===== config.mk =====
export PLATFORM = sky130hd
export DESIGN_NAME = video_timing_gen
export DESIGN_NICKNAME = d
export VERILOG_FILES = /design/src/rtl/video_timing_pkg.sv /design/src/rtl/video_timing_gen_ce_div.sv /design/src/rtl/video_timing_gen.sv
export SDC_FILE = /design/constraint.sdc
export NUM_CORES = 1
export LEC_CHECK = 0
export BUFFER_PORTS_ARGS = -buffer_cell sky130_fd_sc_hd__buf_4
export CAP_MARGIN = 20
export CELL_PAD_IN_SITES_DETAIL_PLACEMENT = 1
export CELL_PAD_IN_SITES_GLOBAL_PLACEMENT = 1
export CORE_MARGIN = 4
export CORE_UTILIZATION = 40
export DETAILED_ROUTE_END_ITERATION = 7
export PLACE_DENSITY = 0.73
export SYNTH_ARGS = -nofsm -noshare
export SYNTH_HDL_FRONTEND = slang
export SYNTH_SLANG_ARGS = --single-unit

===== constraint.sdc =====
create_clock -name clk -period 3.63 [get_ports clk]
set_clock_uncertainty 0.15 [all_clocks]
set_input_delay 0.1815 -clock clk [delete_from_list [all_inputs] [get_ports clk]]
set_output_delay 0.1815 -clock clk [all_outputs]
set_load 0.02 [all_outputs]

===== src/rtl/video_timing_pkg.sv =====
// Shared timing descriptions and size helpers for the raster timing generator.
// Presets let integrators pick a standard mode without re-deriving porch values.
package video_timing_pkg;

    typedef struct packed {
        int h_active;
        int h_fp;
        int h_sync;
        int h_bp;
        int v_active;
        int v_fp;
        int v_sync;
        int v_bp;
    } video_timing_t;

    localparam video_timing_t TIMING_320x240_NTSC = '{
        h_active: 320, h_fp: 8, h_sync: 32, h_bp: 40,
        v_active: 240, v_fp: 3, v_sync: 4, v_bp: 15
    };

    localparam video_timing_t TIMING_640x480_VGA = '{
        h_active: 640, h_fp: 16, h_sync: 96, h_bp: 48,
        v_active: 480, v_fp: 10, v_sync: 2, v_bp: 33
    };

    function automatic int h_total(video_timing_t t);
        return t.h_active + t.h_fp + t.h_sync + t.h_bp;
    endfunction

    function automatic int v_total(video_timing_t t);
        return t.v_active + t.v_fp + t.v_sync + t.v_bp;
    endfunction

    // Counter width for values 0..n-1, never narrower than one bit.
    function automatic int cnt_width(int n);
        return (n <= 2) ? 1 : $clog2(n);
    endfunction

endpackage


===== src/rtl/video_timing_gen_ce_div.sv =====
// Pixel-rate divider: counts CE_DIV (or CE_DIV/2 when doubled) clocks per pixel.
// adv_o is the combinational "advance on this edge" strobe; ce_pix_o is its registered copy.
module video_ce_div #(
    parameter int CE_DIV = 4
) (
    input  logic clk,
    input  logic reset_n,
    input  logic dbl_i,
    output logic adv_o,
    output logic ce_pix_o
);

    localparam int DW = (CE_DIV <= 2) ? 1 : $clog2(CE_DIV);

    logic [DW-1:0] cdiv_q, cdiv_d;
    logic          ce_q;
    int            div_m1;

    always_comb begin
        div_m1 = dbl_i ? (CE_DIV / 2) - 1 : CE_DIV - 1;
        // ">=" keeps the counter safe if the length ever shrinks mid-count.
        adv_o  = (int'(cdiv_q) >= div_m1);
        cdiv_d = adv_o ? '0 : cdiv_q + 1'b1;
    end

    always_ff @(posedge clk or negedge reset_n) begin
        if (!reset_n) begin
            cdiv_q <= '0;
            ce_q   <= 1'b0;
        end else begin
            cdiv_q <= cdiv_d;
            ce_q   <= adv_o;
        end
    end

    assign ce_pix_o = ce_q;

endmodule


===== src/rtl/video_timing_gen.sv =====
// Raster timing generator: pixel enable, sync/blank and position counters, with an
// optional scandouble mode (half divider, each source line emitted twice).
module video_timing_gen
    import video_timing_pkg::*;
#(
    parameter int H_ACTIVE = 320,
    parameter int H_FP     = 8,
    parameter int H_SYNC   = 32,
    parameter int H_BP     = 40,
    parameter int V_ACTIVE = 240,
    parameter int V_FP     = 3,
    parameter int V_SYNC   = 4,
    parameter int V_BP     = 15,
    parameter int CE_DIV   = 4,
    parameter bit HS_POL   = 1'b0,
    parameter bit VS_POL   = 1'b0,
    localparam video_timing_t CFG = '{
        h_active: H_ACTIVE, h_fp: H_FP, h_sync: H_SYNC, h_bp: H_BP,
        v_active: V_ACTIVE, v_fp: V_FP, v_sync: V_SYNC, v_bp: V_BP
    },
    localparam int H_TOTAL = h_total(CFG),
    localparam int V_TOTAL = v_total(CFG),
    localparam int HW      = cnt_width(H_TOTAL),
    localparam int VW      = cnt_width(V_TOTAL)
) (
    input  logic          clk,
    input  logic          reset_n,
    input  logic          scandouble,
    output logic          ce_pix,
    output logic          HBlank,
    output logic          VBlank,
    output logic          HSync,
    output logic          VSync,
    output logic [HW-1:0] hcount,
    output logic [VW-1:0] vcount,
    output logic          line_rep,
    output logic          line_start,
    output logic          frame_start,
    output logic          mode_dbl
);

    localparam logic [HW-1:0] H_LAST   = HW'(H_TOTAL - 1);
    localparam logic [VW-1:0] V_LAST   = VW'(V_TOTAL - 1);
    localparam int            HS_START = H_ACTIVE + H_FP;
    localparam int            HS_END   = H_ACTIVE + H_FP + H_SYNC;
    localparam int            VS_START = V_ACTIVE + V_FP;
    localparam int            VS_END   = V_ACTIVE + V_FP + V_SYNC;

    logic          adv;
    logic [HW-1:0] h_q, h_d;
    logic [VW-1:0] v_q, v_d;
    logic          rep_q, rep_d;
    logic          mode_q, mode_d;
    logic          hblank_q, vblank_q, hsync_q, vsync_q;
    logic          line_start_q, frame_start_q;
    logic          h_wrap, frame_wrap, rep_out_d;

    video_ce_div #(
        .CE_DIV (CE_DIV)
    ) u_ce_div (
        .clk      (clk),
        .reset_n  (reset_n),
        .dbl_i    (mode_q),
        .adv_o    (adv),
        .ce_pix_o (ce_pix)
    );

    // In normal mode rep_q sits at 1 so "vcount steps when rep leaves 1" holds in both modes.
    always_comb begin
        h_d        = h_q;
        v_d        = v_q;
        rep_d      = rep_q;
        mode_d     = mode_q;
        h_wrap     = (h_q == H_LAST);
        frame_wrap = h_wrap && rep_q && (v_q == V_LAST);
        if (adv) begin
            if (frame_wrap) begin
                mode_d = scandouble;
            end
            if (h_wrap) begin
                h_d   = '0;
                rep_d = mode_d ? ~rep_q : 1'b1;
                if (rep_q) begin
                    v_d = (v_q == V_LAST) ? '0 : v_q + 1'b1;
                end
            end else begin
                h_d = h_q + 1'b1;
            end
        end
        rep_out_d = mode_d & rep_d;
    end

    always_ff @(posedge clk or negedge reset_n) begin
        if (!reset_n) begin
            h_q           <= H_LAST;
            v_q           <= V_LAST;
            rep_q         <= 1'b1;
            mode_q        <= 1'b0;
            hblank_q      <= 1'b1;
            vblank_q      <= 1'b1;
            hsync_q       <= ~HS_POL;
            vsync_q       <= ~VS_POL;
            line_start_q  <= 1'b0;
            frame_start_q <= 1'b0;
        end else begin
            h_q           <= h_d;
            v_q           <= v_d;
            rep_q         <= rep_d;
            mode_q        <= mode_d;
            hblank_q      <= (int'(h_d) >= H_ACTIVE);
            vblank_q      <= (int'(v_d) >= V_ACTIVE);
            hsync_q       <= (int'(h_d) >= HS_START && int'(h_d) < HS_END) ? HS_POL : ~HS_POL;
            vsync_q       <= (int'(v_d) >= VS_START && int'(v_d) < VS_END) ? VS_POL : ~VS_POL;
            line_start_q  <= adv && (h_d == '0);
            frame_start_q <= adv && (h_d == '0) && (v_d == '0) && !rep_out_d;
        end
    end

    assign hcount      = h_q;
    assign vcount      = v_q;
    assign line_rep    = mode_q & rep_q;
    assign mode_dbl    = mode_q;
    assign HBlank      = hblank_q;
    assign VBlank      = vblank_q;
    assign HSync       = hsync_q;
    assign VSync       = vsync_q;
    assign line_start  = line_start_q;
    assign frame_start = frame_start_q;

endmodule


==> flow_metrics.tcl, run 1 <==
set metrics [dict create \
    status "finished clean" \
    hp-class "in -> async" \
    netlist_instances 170 \
    ant_nets 0 \
    slowest_delay_ns 0.58 \
    wl_per_cell_um 17.0 \
    viasPerCell 5.74 \
    grt_use_met3 0.0317 \
    fp-row-count 23 \
    drive_gt1_frac 0.335 \
    clock_sinks 29 \
    track_usage 0.174 \
    grt_max_degree 30 \
    grt_pass1_vias 1495 \
    yosys_most_used_dff "dfrtp_1" \
    syn_avg_cell_area_um2 9.81 \
    dpl.hpwl_mm 3.11 \
    crit_family "simple AND/OR/NAND/NOR gates" \
    rsz0062_at_grt "no" \
    yosysWarnings 0 \
    cts_buffers 5 \
    crit_start "hcount[0]" \
    drt_iter0_markers 35 \
    setup_viol 0 \
    synth_largest_type_area_fraction 0.225 \
    drc 0 \
    areaGrowthSynthToFinish_pct 22.5 \
    yosysTopAreaCell "dfrtp_1" \
    io_buffers 29 \
    fin_util 0.507 \
    clk_latency_ns 0.27 \
    path_buf_inv 0 \
    cp_cell_sequence "ha_1 > nand4_1 > nor3_2 > xor2_1 > a221o_2 > a2111oi_0 > and3_1" \
    cp-end-kind "flop" \
    powerDensity_nw_per_um2 531 \
    fmaxAchievable_mhz 340 \
    crit_slowest_cell "dfstp_2" \
    clockBufferDepth 2 \
    tns_ns 0 \
    synth.area.top_cells "dfrtp_1 23%, dfstp_2 22%, xnor2_1 4.2%, xor2_1 4.2%, nand2_1 3.8%" \
    cts_tree "yes" \
    syn_nets 177 \
    gr-usage-met2 0.283 \
    regArea_um2 743 \
    die_h_um 72.6 \
    drv_cap 0 \
    yosysSeqAreaShare 0.446 \
    start_util 0.414 \
    die-area_um2 5270 \
    fp.dieW_um 72.6 \
    dr.pass1.iters 4 \
    async_flop_share 1.00 \
    fin_crit_ns 2.94 \
    yosys_register_bits 29 \
    power.leakage_uw 0.000889 \
    via_count 1451 \
    layout.cells.non_filler 253 \
    drt-total-wl_mm 4.30 \
    dpl.cell_count 243 \
    ios 30 \
    core_um2 4030 \
    grt_util_met1 0.230 \
    gp_congestion 0.837 \
    power.total_uw 1080 \
    hold_viol_final 0 \
    clkTransAtPathRegs_ns 0.06 \
    nets 209 \
    multi_input_area_um2 872 \
    r2r_start "hcount[0]" \
    grt-ovfl-total 0 \
    irDropWorstVdd_v 0.000444 \
    synth-edff-count 0 \
    cts_resized 0 \
    grt_pass1_wl_mm 7.25 \
    period_share 0.810 \
    synth.distinct_cells 50 \
    critPathRequiredTime_ns 3.69 \
    cp.arrival_ns 3.00 \
    relSlewSlack 0.610 \
    start_kind "flop" \
    syn_area_um2 1670 \
    antenna_found_initial 0 \
    report.final.slew_viol_count 0 \
    root_buffer "clkbuf_8" \
    ctsHtreeMaxLevel 2 \
    path_class "reg -> reg" \
    cp_max_fo 7 \
    worstMarginPinSlew_ns 0.580 \
    antennaDiodeCount 0 \
    cts_setup_buffers 0 \
    nFillCells 477 \
    top_usage_layer "met2" \
]
worst paths after layout:
check | endpoint | slack [ns] | cells past startpoint
max in group asynchronous | rep_q | 2.80 | 2
worst max-delay path | frame_start | 0.69 | 7
worst max register to register | frame_start | 0.69 | 7
worst min-delay path | vcount[5] | 0.21 | 2
worst min register to register | u_ce_div.cdiv_q[0] | 0.33 | 1
min in group clk | u_ce_div.cdiv_q[0] | 0.33 | 1
cells in the final DEF (no fill, tap or decap), types with 7 or more instances in the layout:
cell type / netlist / layout
o21ai_0: 11 / 11
nand2_1: 17 / 17
clkbuf_8: 0 / 7
nor2_1: 12 / 12
buf_4: 1 / 31
xor2_1: 8 / 8
dfstp_2: 14 / 14
dfrtp_1: 15 / 15
xnor2_1: 8 / 8
what timing repair did:
item	CTS	global route
endpoints found under the hold margin	30	0
setup endpoints to repair	0	0
hold buffers	2	0
layer usage:
layer,part of all wire,vias up
met5,0,-
met4,0.014,0
met3,0.036,5
met2,0.48,29
met1,0.47,729
li1,-,688
synthesized netlist by cell type (all sizes together), types with 5 or more instances:
master,number
nand2,17
dfrtp,15
dfstp,14
nor2,12
o21ai,11
nor3,8
xnor2,8
xor2,8
a21oi,6
nand3,6
nand4,6
clkbuf,5
nor4,5
kinds of logic after synthesis:
kind of cell,Yosys count,synth area share
adders and majority gates,4,0.0300
xor gates and xnor gates,16,0.0840
muxes,4,0.0270
DFF,29,0.446
and+or+nand+nor,73,0.251
AOI/OAI and AO/OA,33,0.131
buffers and inverters,11,0.0315
registers in the layout, summed over array words and instances, names as in the netlist:
name and cells:
hcount 9, vcount 9, u_ce_div.cdiv_q 2, HBlank 1, HSync 1, VBlank 1
VSync 1, frame_start 1, line_start 1, mode_dbl 1, rep_q 1, u_ce_div.ce_pix_o 1
power by group:
group	total, uW	switching (uW)	internal, uW
registers	457	66.8	390
clock network	292	121	171
logic	335	198	137
stage by stage:
stage | setup slack, ns | instance area [um2] | hold WS [ns]
finish | 0.691 | 2040 | 0.214
global route | 0.427 | 2040 | 0.251
CTS | 0.700 | 2040 | 0.230
detailed placement | 0.730 | 1920 | -0.0156
global placement | 0.769 | 1920 | -0.0199
floorplan | 0.900 | 1670 | -0.264
final cells by class:
class                      count  share of cell area
clock buffer                   7              0.0472
multi-input combinational    130               0.427
sequential                    29               0.364
tap                           50              0.0306
inverter                       3             0.00551
timing repair buffer          33               0.124
clock inverter                 1             0.00245
(Power assumes the default switching activity.)
==> run 2: changes to the inputs <==
--- a/config.mk
+++ b/config.mk
@@ -5,12 +5,13 @@
 export SDC_FILE = /design/constraint.sdc
 export NUM_CORES = 1
 export LEC_CHECK = 0
+export ABC_AREA = 1
 export BUFFER_PORTS_ARGS = -buffer_cell sky130_fd_sc_hd__buf_4
 export CAP_MARGIN = 20
 export CELL_PAD_IN_SITES_DETAIL_PLACEMENT = 1
 export CELL_PAD_IN_SITES_GLOBAL_PLACEMENT = 1
 export CORE_MARGIN = 4
-export CORE_UTILIZATION = 40
+export CORE_UTILIZATION = 36
 export DETAILED_ROUTE_END_ITERATION = 7
 export PLACE_DENSITY = 0.73
 export SYNTH_ARGS = -nofsm -noshare
==> constraint.sdc (replaced) <==
create_clock -name clk -period 2.55 [get_ports clk]
set_clock_uncertainty 0.15 [all_clocks]
set_input_delay 0.1275 -clock clk [delete_from_list [all_inputs] [get_ports clk]]
set_output_delay 0.1275 -clock clk [all_outputs]
set_load 0.02 [all_outputs]
==> flow_metrics.tcl, run 2 <==
set metrics [dict create \
    slowest_delay_ns 0.56 \
    yosysMostFrequentCell "nand2_1" \
    dr.pass1.iters 4 \
    root_buffer "clkbuf_8" \
    top_usage_layer "met2" \
    synthTopCellsByCount "59 x nand2_1, 44 x inv_1, 31 x nor2_1, 30 x nand3_1, 15 x dfrtp_1" \
    drv_cap 0 \
    relSlewSlack 0.725 \
    hold_start "scandouble" \
    path_common_cell "nand2_1" \
    p_int_uw 658 \
    fp-row-count 25 \
    cts_buffers 5 \
    grt-ovfl-total 0 \
    die_h_um 78.1 \
    power.leakage_uw 0.00112 \
    period_share 0.913 \
    sw_frac_of_total 0.226 \
    irDropWorstVdd_v 0.000197 \
    cp_cell_sequence "ha_1 > nand2_1 > nor2_4 > nand3_4 > inv_2 > nand3_1 > nand3_1 > nand2_1 > nor2_1 > nand2_1 > nand2_1 > nand2_1" \
    r2r_cells 12 \
    start_util 0.372 \
    clkPwrFrac 0.442 \
    ios 30 \
    pwr-share-seq 0.542 \
    ctsHtreeMaxLevel 2 \
    dpl.hpwl_mm 3.57 \
    drive_gt1_frac 0.253 \
    dp_slack_ns 0.202 \
    track_usage 0.170 \
    final_common_cell "nand2_1" \
    grt_util_met1 0.215 \
    yosys_register_bits 29 \
    mostFrequentLayoutCells "59 x nand2_1, 44 x inv_1, 31 x nor2_1, 31 x buf_4, 30 x nand3_1" \
    yosys_most_used_dff "dfrtp_1" \
    synth_largest_type_area_fraction 0.212 \
    fin_ws_ns 0.222 \
    via_count 1639 \
    report.final.slew_viol_count 0 \
    fmaxAchievable_mhz 430 \
    grt_max_degree 30 \
    setup_viol 0 \
    antennaDiodeCount 0 \
    cp.arrival_ns 2.40 \
    yosysWarnings 0 \
    antenna_found_initial 0 \
    drt-total-wl_mm 4.74 \
    grt_use_met3 0.0436 \
    cp-end-kind "flop" \
    fp.dieW_um 78.1 \
    syn_nets 251 \
    hold_viol_final 0 \
    cts_setup_buffers 0 \
    r2r_start "hcount[0]" \
    clock_sinks 29 \
    worstMarginPinSlew_ns 0.411 \
    clk_latency_ns 0.28 \
    power.total_uw 850 \
    final_area_um2 2150 \
    async_flop_share 1.00 \
    synth.area.top_cells "dfrtp_1 21%, dfstp_2 21%, nand2_1 13%, inv_1 9.3%, nand3_1 8.5%" \
    yosysTopAreaCell "dfrtp_1" \
    powerDensity_nw_per_um2 395 \
    cts_resized 0 \
    synth.distinct_cells 27 \
    synth-edff-count 0 \
    crit_slowest_cell "dfstp_2" \
    syn_area_um2 1770 \
    ant_nets 0 \
    cp_max_fo 17 \
    combPwrFrac 0.015 \
    status "finished clean" \
    fin_crit_ns 2.33 \
    gr-usage-met2 0.286 \
    rsz0062_at_grt "no" \
    dpl-instance-area_um2 2060 \
    areaGrowthSynthToFinish_pct 21.7 \
    path_class "reg -> reg" \
    core_um2 4750 \
    grt_pass1_vias 1668 \
    wl_per_cell_um 13.6 \
    drc 0 \
    hp-class "in -> reg" \
    setup.worst_path.end "VSync" \
    r2r_end "VSync" \
    r2r_slack_ns 0.22 \
    grt_pass1_wl_mm 8.09 \
    p_sw_uw 192 \
    gp_congestion 0.773 \
    netlist_instances 244 \
    clockBufferDepth 2 \
    viasPerCell 4.71 \
    tns_ns 0 \
    drt_iter0_markers 75 \
    yosysSeqAreaShare 0.420 \
    start_kind "flop" \
    clkTransAtPathRegs_ns 0.07 \
    cts_tree "yes" \
    syn_avg_cell_area_um2 7.26 \
    nets 287 \
    crit_start "hcount[0]" \
    critPathRequiredTime_ns 2.62 \
    die-area_um2 6100 \
    io_buffers 29 \
]
-- run 2: cell count changes in the layout (fill, tap and decap cells not counted), sizes merged, moves of 5 or more --
| cell | previous run | this run |
|---|---|---|
| nor4 | 5 | 0 |
| nand3 | 6 | 32 |
| nor3 | 8 | 1 |
| xnor2 | 8 | 1 |
| nor2 | 12 | 36 |
| xor2 | 8 | 0 |
| nand2 | 17 | 65 |
| inv | 3 | 46 |
-- run 2: worst min path at each step --
stage                              to  slack [ns]  cells past startpoint
after CTS                       rep_q        0.08                      6
after detailed placement    vcount[6]       -0.06                      1
after floorplan           frame_start       -0.32                      0
final                           rep_q        0.08                      6
after global placement      vcount[6]       -0.07                      1
after global routing            rep_q        0.14                      6
-- run 2: cell type report --
cell class	count	area, um2
multi-input cells	164	825
fillers	631	2600
repair buffers	32	243
clock buffers	8	80.1
flip-flops and latches	29	743
well taps	67	83.8
inverters	48	180
-- run 2: logic make-up (layout without fill, tap and decap cells) --
| kind of cell | after synthesis | count (layout) | synth area share |
|---|---|---|---|
| flip-flops | 29 | 29 | 0.420 |
| AND/OR/NAND/NOR | 141 | 141 | 0.361 |
| adder cells (fa/ha/maj) | 4 | 4 | 0.0283 |
| buffers and inverters | 51 | 88 | 0.114 |
| AO/OA/AOI/OAI | 18 | 18 | 0.0714 |
| XOR/XNOR | 1 | 1 | 0.00495 |
-- run 2: power by group through the flow --
| stage | logic [uW] | clock network [uW] | registers [uW] |
|---|---|---|---|
| after floorplan | 0.281 | 0 | 469 |
| after global placement | 12.6 | 0 | 469 |
| after detailed placement | 12.9 | 0 | 469 |
| after CTS | 14.0 | 391 | 461 |
| after global routing | 15.5 | 413 | 461 |
| final | 13.1 | 376 | 461 |
-- run 2: critical path, delay by kind of cell (launching register included) --
kind | cells | cell delay, ns
flip-flops | 1 | 0.56
buffers and inverters | 1 | 0.17
adder cells (fa/ha/maj) | 1 | 0.17
AND/OR/NAND/NOR | 10 | 1.20
-- run 2: what timing repair did --
| action | 4_1_cts | 5_1_grt |
|---|---|---|
| endpoints found under the hold margin | 29 | 0 |
| setup endpoints to repair | 0 | 0 |
| hold buffers | 1 | 0 |
-- run 2: routing by layer --
metal / routed length (um) / up-vias
met5: 0 / -
met4: 66 / 0
met3: 177 / 9
met2: 2240 / 29
met1: 2260 / 773
li1: - / 828
-- run 2: metrics by stage --
stage	hold WS, ns	std cells	util
2_1_floorplan	-0.318	244	-
3_3_place_gp	-0.0671	339	0.434
3_5_place_dp	-0.0626	339	0.434
4_1_cts	0.0765	348	0.453
5_1_grt	0.138	348	0.453
6_report	0.0804	348	0.453
